--- src/rtl/alu_pkg.sv ---
// alu_pkg: opcode encodings and FSM states shared by the multi-cycle ALU.
package alu_pkg;
  localparam logic [2:0] OP_AND  = 3'b000;
  localparam logic [2:0] OP_OR   = 3'b001;
  localparam logic [2:0] OP_XOR  = 3'b010;
  localparam logic [2:0] OP_XNOR = 3'b011;
  localparam logic [2:0] OP_ADD  = 3'b100;
  localparam logic [2:0] OP_SUB  = 3'b101;
  localparam logic [2:0] OP_SLTU = 3'b110;
  localparam logic [2:0] OP_SLL  = 3'b111;
  typedef enum logic {IDLE, SHIFT} state_t;
endpackage

--- src/rtl/alu_mc_comb.sv ---
// alu_mc_comb: single-cycle result and ADD/SUB flags for every opcode except SLL.
module alu_mc_comb
  import alu_pkg::*;
#(
  parameter int WIDTH = 32
) (
  input  logic [WIDTH-1:0] a_i,
  input  logic [WIDTH-1:0] b_i,
  input  logic [2:0]       op_i,
  output logic [WIDTH-1:0] res_o,
  output logic             of_o,
  output logic             cf_o
);
  localparam int M = WIDTH - 1;
  logic [WIDTH:0] sum, dif;
  assign sum = {1'b0, a_i} + {1'b0, b_i};
  // The borrow out of the extended difference doubles as the SLTU answer.
  assign dif = {1'b0, a_i} - {1'b0, b_i};
  always_comb begin
    res_o = op_i == OP_AND  ? a_i & b_i :
            op_i == OP_OR   ? a_i | b_i :
            op_i == OP_XOR  ? a_i ^ b_i :
            op_i == OP_XNOR ? ~(a_i ^ b_i) :
            op_i == OP_ADD  ? sum[M:0] :
            op_i == OP_SUB  ? dif[M:0] :
            op_i == OP_SLTU ? WIDTH'(dif[WIDTH]) : '0;
    of_o  = op_i == OP_ADD ? (a_i[M] == b_i[M]) && (sum[M] != a_i[M]) :
            op_i == OP_SUB ? (a_i[M] != b_i[M]) && (dif[M] != a_i[M]) : 1'b0;
    cf_o  = op_i == OP_ADD ? sum[WIDTH] : op_i == OP_SUB ? dif[WIDTH] : 1'b0;
  end
endmodule

--- src/rtl/alu_mc.sv ---
// alu_mc: parametrised ALU with Start/Busy/Done handshake, registered result and flags,
// and a bit-serial SLL that shifts one position per clock.
module alu_mc
  import alu_pkg::*;
#(
  parameter int WIDTH = 32,
  parameter int CNT_W = $clog2(WIDTH) + 1
) (
  input  logic             CLK,
  input  logic             RST,
  input  logic             Start,
  input  logic [WIDTH-1:0] AA,
  input  logic [WIDTH-1:0] BB,
  input  logic [2:0]       ALU_OP,
  output logic             Busy,
  output logic             Done,
  output logic [WIDTH-1:0] F,
  output logic             ZF,
  output logic             OF,
  output logic             CF
);
  localparam logic [WIDTH-1:0] W_LIM   = WIDTH'(WIDTH);
  localparam logic [CNT_W-1:0] CNT_LIM = CNT_W'(WIDTH);
  state_t           state_q, state_d;
  logic [WIDTH-1:0] sr_q, sr_d, f_q, f_d, res;
  logic [CNT_W-1:0] cnt_q, cnt_d, n;
  logic             zf_q, zf_d, of_q, of_d, cf_q, cf_d, done_q, done_d, ov, cy;
  alu_mc_comb #(.WIDTH(WIDTH)) u_comb (
    .a_i(AA), .b_i(BB), .op_i(ALU_OP), .res_o(res), .of_o(ov), .cf_o(cy)
  );
  // Shifting more than WIDTH places only ever yields zero, so the count saturates.
  assign n = AA >= W_LIM ? CNT_LIM : CNT_W'(AA);
  always_comb begin
    state_d = state_q;
    sr_d    = sr_q;
    cnt_d   = cnt_q;
    f_d     = f_q;
    zf_d    = zf_q;
    of_d    = of_q;
    cf_d    = cf_q;
    done_d  = 1'b0;
    if (state_q == IDLE && Start && ALU_OP == OP_SLL) begin
      state_d = SHIFT;
      sr_d    = BB;
      cnt_d   = n;
    end else if (state_q == IDLE && Start) begin
      f_d    = res;
      zf_d   = res == '0;
      of_d   = ov;
      cf_d   = cy;
      done_d = 1'b1;
    end else if (state_q == SHIFT && cnt_q != '0) begin
      sr_d  = sr_q << 1;
      cnt_d = cnt_q - 1'b1;
    end else if (state_q == SHIFT) begin
      state_d = IDLE;
      f_d     = sr_q;
      zf_d    = sr_q == '0;
      of_d    = 1'b0;
      cf_d    = 1'b0;
      done_d  = 1'b1;
    end
  end
  always_ff @(posedge CLK) begin
    if (RST) begin
      state_q <= IDLE;
      sr_q    <= '0;
      cnt_q   <= '0;
      f_q     <= '0;
      zf_q    <= 1'b1;
      of_q    <= 1'b0;
      cf_q    <= 1'b0;
      done_q  <= 1'b0;
    end else begin
      state_q <= state_d;
      sr_q    <= sr_d;
      cnt_q   <= cnt_d;
      f_q     <= f_d;
      zf_q    <= zf_d;
      of_q    <= of_d;
      cf_q    <= cf_d;
      done_q  <= done_d;
    end
  end
  assign Busy = state_q == SHIFT;
  assign Done = done_q;
  assign F    = f_q;
  assign ZF   = zf_q;
  assign OF   = of_q;
  assign CF   = cf_q;
endmodule

--- config.mk ---
export PLATFORM = sky130hd
export DESIGN_NAME = alu_mc
export DESIGN_NICKNAME = d
export VERILOG_FILES = /design/src/rtl/alu_pkg.sv /design/src/rtl/alu_mc_comb.sv /design/src/rtl/alu_mc.sv
export SDC_FILE = /design/constraint.sdc
export NUM_CORES = 1
export LEC_CHECK = 0
export BUFFER_PORTS_ARGS = -buffer_cell sky130_fd_sc_hd__buf_2
export CAP_MARGIN = 20
export CORE_UTILIZATION = 45
export CTS_BUF_LIST = sky130_fd_sc_hd__clkbuf_8
export DETAILED_ROUTE_END_ITERATION = 7
export SLEW_MARGIN = 0
export SYNTH_ARGS = -nofsm -noshare
export SYNTH_HDL_FRONTEND = slang
export SYNTH_SLANG_ARGS = --single-unit
--- constraint.sdc ---
create_clock -name CLK -period 3.85 [get_ports CLK]
set_input_delay 0.385 -clock CLK [delete_from_list [all_inputs] [get_ports CLK]]
set_output_delay 0.385 -clock CLK [all_outputs]
set_load 0.1 [all_outputs]
* After elaboration in Yosys (flattened, before gate mapping)
Cells that the tools add are included. Widths: inputs -> output; s select.
Operators by class: $add $sub $neg 3, bitwise operators 6, equality and inequality tests 14, mux-type cells 34, reductions and logical operators 15, magnitude comparators 1
Operators by type and width (number):
- $mux 32 | 12
- $logic_not 32->1 | 2
- $add 32x32->33 | 1
- $sub 32x32->33 | 1
- $and 32x32->32 | 1
- $ge 32x6->1 const B | 1
- $not 32->32 | 1
- $or 32x32->32 | 1
- $xor 32x32->32 | 1
- $mux 6 | 4
- $mux 1 | 18
- $eq 3x3->1 const B | 4
- $eq 3x2->1 const B | 2
- $reduce_bool 6->1 | 1
- $sub 6x1->6 const B | 1
- $logic_and 1x1->1 | 5
- $ne 2x2->1 const B | 2
- $reduce_and 2->1 | 2
- $reduce_bool 2->1 | 2
- $eq 3x1->1 const B | 1
- $logic_not 3->1 | 1
- $ne 1x1->1 | 3
- $reduce_and 3->1 | 1
- $ne 2x1->1 const B | 1
- other kinds (3) | 4
Word-level totals: input port bits 70, logic and storage cells 81, flip-flop bits (word level) 75, output and inout port bits 37

* Logic depth before layout (Yosys ltp)
Gate-level depths: netlist (run 1).
depth after elaboration 10, mapped depth 14, gate-level depth less buffers 14

* Hierarchy
Synthesis (run 1) repeated with hierarchy kept, for this count alone.
Second synthesis, totals: cell total of the unflattened synthesis 1214, area total of the unflattened synthesis 9014.9 um^2
By module, submodules not included:
- alu_mc_comb | cells each 830, times used 1, sequential area each 0.0 um^2, area an instance 5435.2 um^2
- alu_mc | cells each 384, times used 1, sequential area each 1501.4 um^2, area an instance 3579.7 um^2

* Least setup slack after synthesis (run 1)
Ideal clock, no wire load.
path type input to register, start point in AA[0], end point reg zf_q, in the netlist ZF, buffers on the path 0, setup time 0.084 ns, slack 0.612 ns, cell stages on the path 13, data required time 3.766 ns, data arrival time 3.154 ns, cells stage by stage ha_1 fa_1 a211oi_1 o211ai_1 a211oi_2 o21bai_1 a221o_1 a21oi_1 mux2i_1 nand2_1 nor4_2 nand4_1 o31ai_2
On the way: word-level cells in the longest chain between the ends 10, elaborated cells on any way between the ends 15, those cells by class add/sub (2); mux (8); bitwise (4); reduce/logical (1)
RTL lines:
- start, declared | RTL line alu_mc.sv:12 | input logic [WIDTH-1:0] AA,
- $sub 32x32->33 | RTL line alu_mc_comb.sv:18 | assign dif = {1'b0, a_i} - {1'b0, b_i};
- $mux 1 | RTL line alu_mc_comb.sv:26 | op_i == OP_SLTU ? WIDTH'(dif[WIDTH]) : '0;
- $mux 32 | RTL line alu_mc_comb.sv:25 | op_i == OP_SUB ? dif[M:0] :
- $mux 32 | RTL line alu_mc_comb.sv:24 | op_i == OP_ADD ? sum[M:0] :
- $mux 32 | RTL line alu_mc_comb.sv:23 | op_i == OP_XNOR ? ~(a_i ^ b_i) :
- $mux 32 | RTL line alu_mc_comb.sv:22 | op_i == OP_XOR ? a_i ^ b_i :
- $mux 32 | RTL line alu_mc_comb.sv:21 | op_i == OP_OR ? a_i | b_i :
- $mux 32 * | RTL line alu_mc_comb.sv:20 | res_o = op_i == OP_AND ? a_i & b_i :
- $logic_not 32->1 * | RTL line alu_mc.sv:48 | zf_d = res == '0;
- $mux 1 * | RTL line alu_mc.sv:46 | end else if (state_q == IDLE && Start) begin
- end signal, assigned | RTL line alu_mc.sv:79 | zf_q <= zf_d;
- end, declared | RTL line alu_mc.sv:27 | logic zf_q, zf_d, of_q, of_d, cf_q, cf_d, done_q, done_d, ov, cy;
Mark *: on every way between the ends. The rest lies on a longest branch, timed or not. A chain may end at the register's enable or synchronous reset.

* Worst setup path after layout (run 1)
start point in AA[12], end point reg zf_q, in the netlist ZF
The elaborated chain is that of the path after synthesis.

==> results of run 1 <==
[worst max path at each step]
| stage | start | endpoint | slack (ns) | depth (start not counted) |
|---|---|---|---|---|
| floorplan | AA[0] | ZF$_SDFFE_PP1P_ | 0.61 | 13 |
| global placement | AA[1] | ZF$_SDFFE_PP1P_ | -0.12 | 14 |
| detailed placement | AA[1] | ZF$_SDFFE_PP1P_ | -0.13 | 14 |
| CTS | AA[1] | ZF$_SDFFE_PP1P_ | 0.25 | 14 |
| global route | BB[4] | ZF$_SDFFE_PP1P_ | 0.004 | 15 |
| finish | AA[12] | ZF$_SDFFE_PP1P_ | 0.23 | 14 |
[cells in the final DEF, fill, tap and decap left out, drive strengths merged, types with 11 or more instances in the layout]
cell and count:
buf 195, nor2 185, a21oi 138, nand2 112, inv 106, ha 98
dfxtp 75, a211oi 71, o21ai 71, mux2i 50, nor4 29, nor3 28
nand3 21, o211ai 21, xnor2 20, o31ai 18, a31oi 16, nand4 15
a21o 14, nand2b 14, nor2b 12, o21bai 11, a311oi 11, clkbuf 11
[stage by stage]
stage                     hold WS (ns)  setup slack (ns)    util
after floorplan                 0.4835            0.6116       -
after global placement          0.4416           -0.1201  0.5161
after detailed placement        0.4464           -0.1298  0.5161
after CTS                       0.3279            0.2477  0.5272
after global routing            0.3281          0.003816  0.5272
final                           0.3309            0.2313  0.5272
[per-layer routing]
metal / up-vias / wire length, um / global-route usage
met5: - / 13 / 0
met4: 2 / 1681 / 0.1449
met3: 89 / 2727 / 0.04709
met2: 487 / 18050 / 0.5721
met1: 5225 / 16270 / 0.4482
li1: 5268 / - / -
[critical path: cells and delay by family]
family | cells | cell delay (ns)
buf+inv | 2 | 0.17
simple gates | 2 | 0.43
fa+ha+maj | 1 | 0.40
compound gates | 9 | 2.53
[kinds of logic after synthesis]
group,Yosys count,share of synthesized area
muxes,51,0.05254
and+or+nand+nor,459,0.2190
DFF,75,0.1541
AOI/OAI and AO/OA,469,0.3365
adders and majority gates,100,0.1300
buffers and inverters,201,0.08259
xor gates and xnor gates,28,0.02518
[sequential cells by signal (all words and copies together) (netlist names)]
name,flops
F,32
sr_q,32
cnt_q,6
Busy,1
CF,1
Done,1
OF,1
ZF,1
[cell type report]
| cell class | count | area share |
|---|---|---|
| timing repair buffer | 195 | 0.1099 |
| tap | 275 | 0.03085 |
| inverter | 107 | 0.03601 |
| clock buffer | 11 | 0.01357 |
| clock inverter | 5 | 0.007628 |
| multi-input combinational | 1107 | 0.6674 |
| sequential | 75 | 0.1346 |
[power by group through the flow]
| stage | sequential (W) | clock [W] | combinational (W) |
|---|---|---|---|
| 5_1_grt | 0.000862 | 0.000757 | 0.00178 |
| 3_5_place_dp | 0.000874 | 0 | 0.00163 |
| 2_1_floorplan | 0.00109 | 0 | 0.000904 |
| 4_1_cts | 0.000856 | 0.000721 | 0.00164 |
| 6_report | 0.000857 | 0.000713 | 0.00166 |
| 3_3_place_gp | 0.000874 | 0 | 0.00163 |
==> flow_summary.yaml, run 1 <==
cells_and_area:
  syn_to_final_growth_pct: 14.50
  seq_area_um2: 1501
  stdcell_count: 1775
  finalInstanceArea_um2: 11150
  n_fill_cell: 2203
  num_antenna_cells: 0
  finalNetCount: 1665
  drive_gt1_frac: 0.1687
  multi_input_area_um2: 7443
clock_tree:
  htree_levels: 3
  clock-root-buffer: "clkbuf_8"
  tritoncts: "yes"
  ctsLongestPathBuffers: 2
  numCtsBuffers: 9
  clock_latency_ns: 0.36
  cts_setup_buffers: 0
  cts_hold_buf: 0
  cts_resized: 0
  clock_sinks: 75
  path_clk_slew_ns: 0.08
route:
  route.vias.total: 11070
  drt_wl_total_mm: 38.75
  viasPerCell: 6.237
  ant_nets: 0
  first_iter_violations: 935
  wl_per_cell_um: 21.83
  firstDrtPassIters: 7
  post-route-drc-count: 0
global_routing:
  antenna_found_initial: 1
  grt_max_degree: 73
  grt_pass1_vias: 10280
  grt.overflow.total: 0
  globalRouteTotalUtil: 0.3457
  grt_pass1_wl_mm: 58.76
sta:
  fmaxAchievable_mhz: 276.3
  final.period_utilization: 0.9399
  fin_skew_ns: 0.007119
  relSlewSlack: 0.2600
  tightest_slew_ns: 1.106
  hold_viol: 0
  min_period_ns: 3.619
  rsz0062_at_grt: "no"
  setup_tns_ns: 0
  drv_slew: 0
  setup_viol: 0
pwr:
  p_sw_frac: 0.4512
  clockPowerShare: 0.220
  internal-power_w: 0.001775
  ir_worst_vdd_mv: 0.1848
  power.switching_w: 0.001460
  power_density_nw_per_um2: 290.0
  power.leakage_nw: 5.090
  p_seq_frac: 0.265
  power.total_w: 0.003234
  power_frac_comb: 0.515
worst_setup_path:
  r2r-start: "Busy$_SDFFE_PP0P_"
  r2r-end: "ZF$_SDFFE_PP1P_"
  crit_chain: "buf_2 > inv_1 > ha_1 > a21oi_1 > o21ai_1 > a21oi_1 > o31ai_2 > a31oi_1 > a221o_1 > a21oi_2 > o221ai_2 > nor4_2 > nand4_1 > o31ai_2"
  reg2reg_slack_ns: 0.99
  cp_max_fo: 7
  cp-start-kind: "input port"
  path_class: "in2reg"
  crit_path_top_delay_cell: "o31ai_2"
  rr_worst_depth: 10
  cp.required_ns: 4.13
  cp-end-kind: "flip-flop"
  cpPeakStageDelay_ns: 0.60
  worst_ep_arrival_time_ns: 3.90
synthesis:
  synth_edf_count: 0
  ys_seq_area_frac: 0.1541
  asyncSetResetFlopFracSynth: 0
  synth_flop_cell: "dfxtp_1"
  syn_area_um2: 9741
  synth_area_leaders: "dfxtp_1 (15%), ha_1 (13%), nor2_1 (7.1%), a21oi_1 (6.9%), a211oi_1 (5.2%)"
  synth_nets: 1553
  postSynthAreaPerCell_um2: 7.043
  yosys.area.top_type: "dfxtp_1"
  yosysWarningCount: 0
  ys_top_cells_by_count: "nor2_1 (183), a21oi_1 (135), nand2_1 (112)"
  synth_top_area_frac: 0.1541
  synthCells: 1383
  yosysUniqueCellTypes: 86
  synth_seq_cells: 75
  synth_most_common_cell: "nor2_1"
die:
  num_rows: 53
  fp.dieW_um: 149.1
  start_util: 0.4605
  design.die.area_um2: 22240
  core_area_um2: 21150
  ios: 107
  die_y_um: 149.1
placement:
  dp.cells: 1759
  dp_hpwl_mm: 30.53
  place_area_um2: 10920
  gp_congestion: 0.9920
  numPortBuffers: 106
min_path:
  min_path_type: "in2reg"
  worstHoldEndpoint: "sr_q[27]$_SDFFE_PP0P_"
  hp-start: "BB[27]"
  hold_path_depth: 3
flow_run:
  cap_violations: 0
run_status:
  status: "complete, no violations"
Power figures use the tool's default switching activity.
==> run 2: changes to the inputs <==
--- a/config.mk
+++ b/config.mk
@@ -13,4 +13,5 @@
 export SLEW_MARGIN = 0
 export SYNTH_ARGS = -nofsm -noshare
 export SYNTH_HDL_FRONTEND = slang
+export SYNTH_HIERARCHICAL = 1
 export SYNTH_SLANG_ARGS = --single-unit
==> flow_summary.yaml, run 2 <==
cells_and_area:
  finalNetCount: 1639
  multi_input_area_um2: 6790
  final_cell_mix: "buf_4 (223), a21oi_1 (140), nor2_1 (126)"
  n_fill_cell: 1904
  finalInstanceArea_um2: 11420
  final_core_util: 0.5850
  seq_area_um2: 1501
  layout_commonest_cell: "buf_4"
  num_antenna_cells: 0
  syn_to_final_growth_pct: 26.72
  drive_gt1_frac: 0.2883
synthesis:
  yosys.area_share.simple: 0.1720
  synth_top_area_frac: 0.1666
  synthMuxAreaShare: 0.04566
  synth_area_leaders: "dfxtp_1 (17%), ha_1 (14%), a21oi_1 (7.9%), nor2_1 (5.2%), mux2i_1 (4.4%)"
  synth_nets: 1384
  synthCells: 1214
  synth_top_family_by_area: "compound AO/OA/AOI/OAI gates"
  ys_top_cells_by_count: "a21oi_1 (143), nor2_1 (126), ha_1 (98)"
  asyncSetResetFlopFracSynth: 0
  postSynthAreaPerCell_um2: 7.426
  synth-compound-area-share: 0.3366
  synth_flop_cell: "dfxtp_1"
  yosysWarningCount: 6
  ys_seq_area_frac: 0.1666
  synth_seq_cells: 75
  syn_area_um2: 9015
  yosysUniqueCellTypes: 88
  synth_xor_area_frac: 0.04955
  synth_most_common_cell: "a21oi_1"
  yosys.area.top_type: "dfxtp_1"
  synth_edf_count: 0
  synth_fa_ha_area_frac: 0.1405
route:
  wl_per_cell_um: 18.99
  viasPerCell: 5.788
  route.vias.total: 10070
  post-route-drc-count: 0
  first_iter_violations: 795
  firstDrtPassIters: 8
  ant_nets: 0
  drt_wl_total_mm: 33.03
sta:
  hold_viol: 0
  min_period_ns: 3.782
  setup_tns_ns: 0
  final.period_utilization: 0.9823
  drv_slew: 0
  relSlewSlack: 0.3690
  fin_skew_ns: 0.01249
  rsz0062_at_grt: "yes"
  setup_viol: 0
  tightest_slew_ns: 0.9464
  fmaxAchievable_mhz: 264.4
global_routing:
  grt.overflow.total: 0
  globalRouteTotalUtil: 0.3197
  grt_pass1_wl_mm: 50.32
  antenna_found_initial: 0
  grt_pass1_vias: 9415
  grt_max_degree: 86
die:
  die_y_um: 143.5
  start_util: 0.4617
  num_rows: 51
  core_area_um2: 19530
  ios: 107
  design.die.area_um2: 20600
  fp.dieW_um: 143.5
clock_tree:
  clock-root-buffer: "clkbuf_8"
  tritoncts: "yes"
  path_clk_slew_ns: 0.10
  clock_sinks: 75
  numCtsBuffers: 9
  ctsLongestPathBuffers: 2
  htree_levels: 3
  clock_latency_ns: 0.37
placement:
  numPortBuffers: 106
  dp_hpwl_mm: 26.24
  gp_congestion: 1.001
  place_area_um2: 11150
min_path:
  worstHoldEndpoint: "sr_q[23]$_SDFFE_PP0P_"
  hold_path_depth: 3
  hp-start: "BB[23]"
  min_path_type: "in2reg"
worst_setup_path:
  rr_worst_depth: 6
  r2r-end: "F[25]$_SDFFE_PP0P_"
  cp.required_ns: 4.14
  worst_ep_arrival_time_ns: 4.08
  r2r-start: "cnt_q[2]$_SDFFE_PP0P_"
  cp-end-kind: "flip-flop"
  cp_max_fo: 2
  cp-start-kind: "input port"
  path_class: "in2reg"
  reg2reg_slack_ns: 1.27
pwr:
  power.leakage_nw: 5.279
  power_density_nw_per_um2: 280.0
  ir_worst_vdd_mv: 0.1851
run_status:
  status: "complete, no violations"
flow_run:
  cap_violations: 0
-- run 2: cell type report --
class / instances / area share
clock inverters: 7 / 0.005148
clock buffers: 9 / 0.01084
multi-input cells: 953 / 0.5944
repair buffers: 330 / 0.1961
flip-flops and latches: 75 / 0.1314
inverters: 100 / 0.03308
well taps: 265 / 0.02903
-- run 2: layer usage --
layer  up-vias  part of all wire  global-route usage
met5         -                 0                   0
met4         0             0.050              0.1646
met3        75             0.054             0.04299
met2       381              0.46              0.5289
met1      4706              0.43              0.4041
li1       4903                 -                   -
-- run 2: repair_timing --
action | in CTS | in global routing
setup buffers | 2 | 0
gates resized for setup | 5 | 12
pin swaps | 13 | 3
hold buffers | 0 | 0
hold endpoints to repair | 0 | 0
endpoints found under the setup margin | 1 | 2
-- run 2: how the worst max path moves through the flow --
| stage | startpoint | endpoint | slack, ns | cells after the start |
|---|---|---|---|---|
| 4_1_cts | AA[0] | ZF$_SDFFE_PP1P_ | 0.02 | 20 |
| 5_1_grt | AA[0] | ZF$_SDFFE_PP1P_ | -0.15 | 20 |
| 3_3_place_gp | AA[0] | ZF$_SDFFE_PP1P_ | -0.42 | 19 |
| 6_report | AA[0] | ZF$_SDFFE_PP1P_ | 0.07 | 18 |
| 3_5_place_dp | AA[0] | ZF$_SDFFE_PP1P_ | -0.48 | 20 |
| 2_1_floorplan | AA[0] | ZF$_SDFFE_PP1P_ | 0.15 | 18 |
-- run 2: critical path, cell delays in order --
cell and delay [ns]:
buf_2 0.09, inv_1 0.05, ha_1 0.22, fa_2 0.36, or2_4 0.28, a221oi_4 0.30, nor4_4 0.08, o41a_1 0.41
o21ai_0 0.20, a21oi_1 0.15, o21ai_1 0.18, xnor2_1 0.08, a21oi_1 0.17, o21ai_0 0.14, or4_4 0.55, nor3_2 0.17
a41oi_1 0.11, o21ai_1 0.15
-- run 2: logic make-up (layout without fill, tap and decap cells) --
kind of cell	Yosys count	in the layout
XOR/XNOR	51	51
buffers and inverters	186	446
adder cells (fa/ha/maj)	100	100
AO/OA/AOI/OAI	429	429
multiplexers	41	41
AND/OR/NAND/NOR	332	332
flip-flops	75	75
-- run 2: metrics by stage --
stage	power [W]	setup slack [ns]	std cells	hold WS, ns
final	0.003199	0.06827	1739	0.3337
after global routing	0.003370	-0.1512	1739	0.3615
after CTS	0.003177	0.01780	1739	0.3240
after detailed placement	0.002572	-0.4801	1721	0.4686
after global placement	0.002566	-0.4172	1721	0.4704
after floorplan	0.001960	0.1499	1214	0.4486
-- run 2: power by group --
group          leakage (nW)  internal [W]  switching [W]
clock network        0.0921      0.000244       0.000349
registers             0.613      0.000818      0.0000290
logic                  4.57      0.000691        0.00107
